<file path="src/rtl/conv_encoder_tailed_pkg.sv">
// Shared types, default code and parity helper for the tailed convolutional encoder.
package conv_enc_pkg;

  typedef enum logic {
    DATA = 1'b0,
    TAIL = 1'b1
  } state_e;

  localparam int KMAX = 9;

  // Classic K=3 rate-1/2 code: generator 0 = 111, generator 1 = 101.
  localparam logic [5:0] G_K3_R2 = {3'b101, 3'b111};

  function automatic logic parity(input logic [KMAX-1:0] taps, input logic [KMAX-1:0] gen);
    return ^(taps & gen);
  endfunction

endpackage

</file>
<file path="src/rtl/conv_encoder_tailed_if.sv">
// Input bit stream and output symbol stream of the encoder, both valid/ready.
interface conv_encoder_tailed_if #(
  parameter int N = 2
);
  logic         in_valid;
  logic         in_ready;
  logic         in_bit;
  logic         in_last;
  logic         out_valid;
  logic         out_ready;
  logic [N-1:0] out_sym;
  logic         out_last;

  modport master (
    output in_valid, in_bit, in_last, out_ready,
    input  in_ready, out_valid, out_sym, out_last
  );

  modport slave (
    input  in_valid, in_bit, in_last, out_ready,
    output in_ready, out_valid, out_sym, out_last
  );
endinterface

</file>
<file path="src/rtl/conv_encoder_tailed.sv">
// Rate-1/N constraint-length-K convolutional encoder with back-pressure and
// optional zero-tail flushing so every frame ends with the trellis in state 0.
module conv_encoder_tailed
  import conv_enc_pkg::*;
#(
  parameter int             K         = 3,
  parameter int             N         = 2,
  parameter logic [N*K-1:0] G         = G_K3_R2,
  parameter bit             TERMINATE = 1'b1
) (
  input  logic                 clk,
  input  logic                 reset,
  conv_encoder_tailed_if.slave bus,
  output logic                 busy
);

  localparam int CW = $clog2(K) + 1;

  if (K < 2 || K > KMAX || N < 2 || N > 4 || $bits(G) != N * K) begin : g_param_check
    $error("conv_encoder_tailed: illegal K, N or G width");
  end

  function automatic logic [N-1:0] encode(input logic b, input logic [K-2:0] s);
    logic [KMAX-1:0] taps;
    logic [N-1:0]    sym;
    sym  = '0;
    taps = KMAX'({s, b});
    for (int i = 0; i < N; i++) begin
      sym[i] = parity(taps, KMAX'(G[i*K +: K]));
    end
    return sym;
  endfunction

  // Written via a K-bit temporary so K=2 needs no empty part-select.
  function automatic logic [K-2:0] shift_in(input logic b, input logic [K-2:0] s);
    logic [K-1:0] t;
    t = {s, b};
    return t[K-2:0];
  endfunction

  state_e        state_q, state_d;
  logic [K-2:0]  sr_q, sr_d;
  logic [CW-1:0] cnt_q, cnt_d;
  logic          ov_q, ov_d;
  logic [N-1:0]  sym_q, sym_d;
  logic          last_q, last_d;
  logic          slot_free;

  assign slot_free = !ov_q || bus.out_ready;

  always_ff @(posedge clk) begin
    if (reset) begin
      state_q <= DATA;
      sr_q    <= '0;
      cnt_q   <= '0;
      ov_q    <= 1'b0;
      sym_q   <= '0;
      last_q  <= 1'b0;
    end else begin
      state_q <= state_d;
      sr_q    <= sr_d;
      cnt_q   <= cnt_d;
      ov_q    <= ov_d;
      sym_q   <= sym_d;
      last_q  <= last_d;
    end
  end

  always_comb begin
    state_d = state_q;
    sr_d    = sr_q;
    cnt_d   = cnt_q;
    ov_d    = ov_q;
    sym_d   = sym_q;
    last_d  = last_q;
    if (slot_free) begin
      ov_d = 1'b0;
      unique case (state_q)
        DATA: begin
          if (bus.in_valid) begin
            ov_d   = 1'b1;
            sym_d  = encode(bus.in_bit, sr_q);
            last_d = 1'b0;
            sr_d   = shift_in(bus.in_bit, sr_q);
            if (bus.in_last) begin
              if (TERMINATE) begin
                cnt_d   = CW'(K - 1);
                state_d = TAIL;
              end else begin
                // Truncated frame: restart the next frame from state 0.
                last_d = 1'b1;
                sr_d   = '0;
              end
            end
          end
        end
        TAIL: begin
          ov_d  = 1'b1;
          sym_d = encode(1'b0, sr_q);
          sr_d  = shift_in(1'b0, sr_q);
          cnt_d = cnt_q - CW'(1);
          if (cnt_q == CW'(1)) begin
            last_d  = 1'b1;
            state_d = DATA;
          end else begin
            last_d = 1'b0;
          end
        end
        default: state_d = DATA;
      endcase
    end
  end

  always_comb begin
    bus.in_ready = (state_q == DATA) && slot_free;
    busy         = (state_q == TAIL) || ov_q;
  end

  assign bus.out_valid = ov_q;
  assign bus.out_sym   = sym_q;
  assign bus.out_last  = last_q;

endmodule

</file>
<file path="src/flat_wrapper.sv">
// flat-port wrapper written by rule: the top's interface ports become plain ports
module conv_encoder_tailed_flat import conv_enc_pkg::*;
#(
  parameter int             K         = 3,
  parameter int             N         = 2,
  parameter logic [N*K-1:0] G         = G_K3_R2,
  parameter bit             TERMINATE = 1'b1
)
  (clk, reset, busy, bus_in_valid, bus_in_bit, bus_in_last, bus_out_ready, bus_in_ready, bus_out_valid, bus_out_sym, bus_out_last);
  conv_encoder_tailed_if #(.N(N)) bus_i ();
  input  logic clk;
  input  logic reset;
  output logic busy;
  input wire logic [$bits(bus_i.in_valid)-1:0] bus_in_valid;
  input wire logic [$bits(bus_i.in_bit)-1:0] bus_in_bit;
  input wire logic [$bits(bus_i.in_last)-1:0] bus_in_last;
  input wire logic [$bits(bus_i.out_ready)-1:0] bus_out_ready;
  output wire logic [$bits(bus_i.in_ready)-1:0] bus_in_ready;
  output wire logic [$bits(bus_i.out_valid)-1:0] bus_out_valid;
  output wire logic [$bits(bus_i.out_sym)-1:0] bus_out_sym;
  output wire logic [$bits(bus_i.out_last)-1:0] bus_out_last;
  assign bus_i.in_valid = bus_in_valid;
  assign bus_i.in_bit = bus_in_bit;
  assign bus_i.in_last = bus_in_last;
  assign bus_i.out_ready = bus_out_ready;
  assign bus_in_ready = bus_i.in_ready;
  assign bus_out_valid = bus_i.out_valid;
  assign bus_out_sym = bus_i.out_sym;
  assign bus_out_last = bus_i.out_last;
  conv_encoder_tailed #(.K(K), .N(N), .G(G), .TERMINATE(TERMINATE)) u_core (.clk(clk), .reset(reset), .bus(bus_i), .busy(busy));
endmodule
</file>
<file path="config.mk">
export PLATFORM = sky130hd
export DESIGN_NAME = conv_encoder_tailed_flat
export DESIGN_NICKNAME = d
export VERILOG_FILES = /design/src/rtl/conv_encoder_tailed_pkg.sv /design/src/rtl/conv_encoder_tailed_if.sv /design/src/rtl/conv_encoder_tailed.sv /design/src/flat_wrapper.sv
export SDC_FILE = /design/constraint.sdc
export NUM_CORES = 1
export LEC_CHECK = 0
export CORE_AREA = 2 2 39 41
export DETAILED_ROUTE_END_ITERATION = 8
export DIE_AREA = 0 0 41 43
export DONT_BUFFER_PORTS = 1
export PLACE_DENSITY = 0.62
export SETUP_SLACK_MARGIN = 0.2
export SYNTH_ARGS = -nofsm -noshare
export SYNTH_HDL_FRONTEND = slang
export SYNTH_SLANG_ARGS = --single-unit
export TNS_END_PERCENT = 100
</file>
<file path="constraint.sdc">
create_clock -name clk -period 1 [get_ports clk]
set_clock_uncertainty 0.1 [all_clocks]
set_input_delay 0.05 -clock clk [delete_from_list [all_inputs] [get_ports clk]]
set_output_delay 0.05 -clock clk [all_outputs]
set_load 0.05 [all_outputs]
</file>
Word-level counts from Yosys, hierarchy flattened
Cells that the tools add are included.
- add/subtract/negate cells: 1
- equal/unequal tests: 3
- reduce and logical (&&, ||, !) cells: 10
- multiplexer cells: 16
- bitwise operators: 1
- operators by type and width (cell ; number):
    9-bit XOR reduction ; 4
    2-bit one-hot mux with 2 select lines ; 2
    1-bit 2-to-1 mux ; 6
    3-bit 2-to-1 mux ; 2
    1-bit one-hot mux with 2 select lines ; 3
    3-bit one-hot mux with 2 select lines ; 1
    2-bit 2-to-1 mux ; 2
    2-bit != test, second input constant ; 2
    3-bit by 1-bit == test with 1-bit output, second input constant ; 1
    3-bit AND reduction ; 1
    3-bit by 1-bit subtractor with 3-bit output, second input constant ; 1
    1-bit logical OR ; 2
    2-bit AND reduction ; 1
    1-bit logical AND ; 1
    1-bit zero test ; 1
    1-bit inverter ; 1
- output and inout port bits: 6
- word-level logic and storage cells: 37
- input port bits: 6
- flip-flop bits (word level): 10

Longest topological paths before layout
- depth after elaboration: 3
- mapped depth: 5
- depth with buffers taken out: 5

Worst setup path before layout
No wires, ideal clock.
- path type: register -> register
- start: register u_core.ov_q, in the netlist u_core.bus.out_valid
- end: register u_core.sr_q[0]
- setup time: 0.067 ns
- required time: 0.833 ns
- arrival time: 1.790 ns
- path slack: -0.957 ns
- period minus slack after synthesis: 1.957 ns
- stages on the path, launching flop included: 6
- path through: dfxtp_1 > nor2b_1 > buf_6 > nor2_1 > a32oi_1 > nor2_1
- longest elaborated chain between the ends: 3
- ends and longest elaborated chain (element ; RTL line ; RTL):
    start: declaration ; conv_encoder_tailed.sv:44 ; logic ov_q, ov_d;
    start signal: assignment ; conv_encoder_tailed.sv:63 ; ov_q <= ov_d;
    1-bit zero test ; conv_encoder_tailed.sv:49 ; assign slot_free = !ov_q || bus.out_ready;
    1-bit logical OR ; conv_encoder_tailed.sv:49 ;
    2-bit AND reduction (no source line) ; -- ;
    end signal: assignment ; conv_encoder_tailed.sv:61 ; sr_q <= sr_d;
    end: declaration ; conv_encoder_tailed.sv:42 ; logic [K-2:0] sr_q, sr_d;
Every way passes these cells.
A chain may end at the register's enable or synchronous reset.

Final worst setup path
- start: register u_core.state_q
- end: output busy
- longest elaborated chain between the ends: 1
- ends and longest elaborated chain (element ; RTL line ; RTL):
    start: declaration ; conv_encoder_tailed.sv:41 ; state_e state_q, state_d;
    start signal: assignment ; conv_encoder_tailed.sv:60 ; state_q <= state_d;
    1-bit logical OR ; conv_encoder_tailed.sv:116 ; busy = (state_q == TAIL) || ov_q;
    end: declaration ; flat_wrapper.sv:13 ; output logic busy;
Every way passes these cells.

==> results.ini <==
[power]
ir_worst_vdd_v = 0.001187
pwr_density_cell_mw_per_mm2 = 1395
p_leak_nw = 0.3365
finalPower_mw = 1.181

[clocking]
clock-root-buffer = clkbuf_4
clock_sink_count = 10
numCtsBuffers = 3
cts_max_level = 1
max-clock-path-buffers = 2
clk_pin_slew_ps = 60
cts_tree = done
hold_buffers = 2
clk-insertion-delay-late_ps = 260

[setup_path]
r2r-start = u_core.bus.out_valid
crit_family = flip-flops
path_cells = buf_6 -> or2_4
worstSetupEndpoint = busy
max_stage_delay_ps = 370
r2r_end = u_core.state_q
cp.required_ps = 850
critPathLaunch = u_core.state_q
ff2ff_path_depth = 5
startpoint_type = flip-flop
cp.buffers_inverters = 1
cp.depth = 2
end_kind = output port
crit_type = flip-flop to output port
path_max_fanout = 6
cp.arrival_ps = 1070
ff2ff_setup_slack_ps = -220
slowest_stage = dfxtp_4

[layout]
drive_above_1_share = 0.4940
nets = 92
final_util = 0.6121
syn2layout_area_growth_pct = 58.55
diodes = 0

[die]
pin_count = 12
rows = 14
design.core.area_mm2 = 0.001384
die_x_um = 41
fp.dieH_um = 43
die-area_mm2 = 0.001763
start_util = 0.3861

[yosys]
synth_fp_nets = 70
ys_seq_area_frac = 0.3747
synth_common_cells = dfxtp_1, nor2_1, a21oi_1
async_reset_ff_frac = 0
synth_area_leaders = dfxtp_1, nor2_1, a21oi_1
yosys_warnings = 0
synth_edf_count = 0
synth_seq_cells = 10
synth.most_common_cell = dfxtp_1
synth.top_cell.area_share = 0.3747
ys.flop_type = dfxtp_1
synth_cells = 62
ys_types = 31
avgSynthCellArea_um2 = 8.617
synthesis.area_um2 = 534.3
yosysTopAreaCell = dfxtp_1

[global_route]
track_usage = 0.1845
met1_usage = 0.2052
grt_max_degree = 13
overflow = 0
grt.busiest_layer = met2
grt_pass1_vias = 514
antenna_found_initial = 0
grt_pass1_wl_mm = 2.145
use_met3 = 0.09424
grt_use_met2 = 0.2906

[placement]
place_ws_ps = -170.1
place_hpwl_um = 849.4
gp_congestion = 0.7759
port_buffers = 0

[detailed_routing]
ant_nets = 0
dr.first_iter.drc_count = 3
num_vias = 525
wl_per_cell_um = 14.05
wirelength_mm = 1.391
viasPerCell = 5.303
dr.pass1.iters = 4
remaining_drc_errors = 0

[sta]
period_share = 1.225
hold_viol = 2
max_freq_mhz = 816.5
tightest_slew_ps = 494.2
setup_viol = 12
maxSlewViolCount = 0
rsz0062_at_grt = true
relSlewSlack = 0.6705
worst_slack_ps = -224.7
finalSetupTns_ps = -1888
whs_ps = -175.4
layout_min_cycle_time_ps = 1225

[flow_run]
cap_violations = 0

[min_path]
holdCritPathClass = input port to flip-flop

[run_status]
violations = negative hold slack, negative setup slack
status = complete, but fails checks

flip-flops by register name (all words and copies together) (netlist names):
signal and cells:
u_core.bus.out_sym 2, u_core.state_q 1, u_core.bus.out_valid 1, u_core.cnt_q 3
u_core.sr_q 2, u_core.bus.out_last 1
worst min-delay path by stage:
stage / startpoint / endpoint / slack, ps / depth (start not counted)
global placement: reset / u_core.bus.out_valid / 20 / 1
finish: bus_in_valid / u_core.bus.out_valid / -180 / 2
detailed placement: reset / u_core.bus.out_valid / 20 / 1
global route: bus_in_valid / u_core.bus.out_valid / -170 / 2
CTS: bus_in_valid / u_core.bus.out_valid / -190 / 2
floorplan: reset / u_core.bus.out_sym[0] / 70 / 1
worst reg2reg max path, stage by stage, from the launching register on:
cell and delay, ps:
dfxtp_4 360, nor2b_4 190, buf_6 160, nor3_1 70, a21oi_1 160, nor2_1 50
routing by layer:
metal  part of all wire  up-vias
met5                  0        -
met4                  0        0
met3              0.041        0
li1                   -      269
met1               0.42      247
met2               0.54        9
power by group:
part	internal (mW)	leakage [nW]	total (mW)	switching, mW
Combinational	0.171	0.230	0.366	0.195
Sequential	0.429	0.0854	0.459	0.0300
Clock	0.221	0.0210	0.356	0.135
final cells by class:
type                    count  area [um^2]
flip-flops and latches     10        214.0
repair buffers             20        210.2
clock buffers               4        36.28
inverters                   2        7.507
fillers                   114        536.8
multi-input cells          47        359.1
well taps                  16        20.02
cell families after synthesis:
kind of cell               Yosys count  share of synthesized area
DFF                                 10                     0.3747
adders and majority gates            2                    0.04683
buffers and inverters                5                    0.05151
AOI/OAI and AO/OA                   18                     0.2436
and+or+nand+nor                     25                     0.2483
xor gates and xnor gates             1                    0.01640
muxes                                1                    0.01874
cells in the final DEF (no fill, tap or decap), types with 3 or more instances in the layout:
| master | n |
|---|---|
| clkbuf_4 | 3 |
| nand2_1 | 4 |
| buf_6 | 6 |
| buf_8 | 4 |
| a21oi_1 | 5 |
| nor2_1 | 5 |
| dfxtp_1 | 3 |
| buf_4 | 8 |
| dfxtp_2 | 5 |
what timing repair did:
item | in CTS | in global routing
cloned | 0 | 0
hold endpoints to repair | 10 | 2
setup endpoints to repair | 16 | 16
buffers inserted | 2 | 2
pin swaps | 7 | 1
gates resized for setup | 26 | 5
stage by stage:
stage	area [um^2]	hold slack (ps)	instances
2_1_floorplan	553.0	67.67	62
3_3_place_gp	658.1	15.41	89
3_5_place_dp	658.1	19.09	89
4_1_cts	810.8	-187.2	97
5_1_grt	847.1	-171.1	99
6_report	847.1	-175.4	99
No activity file was read; power rests on OpenSTA's default activity.
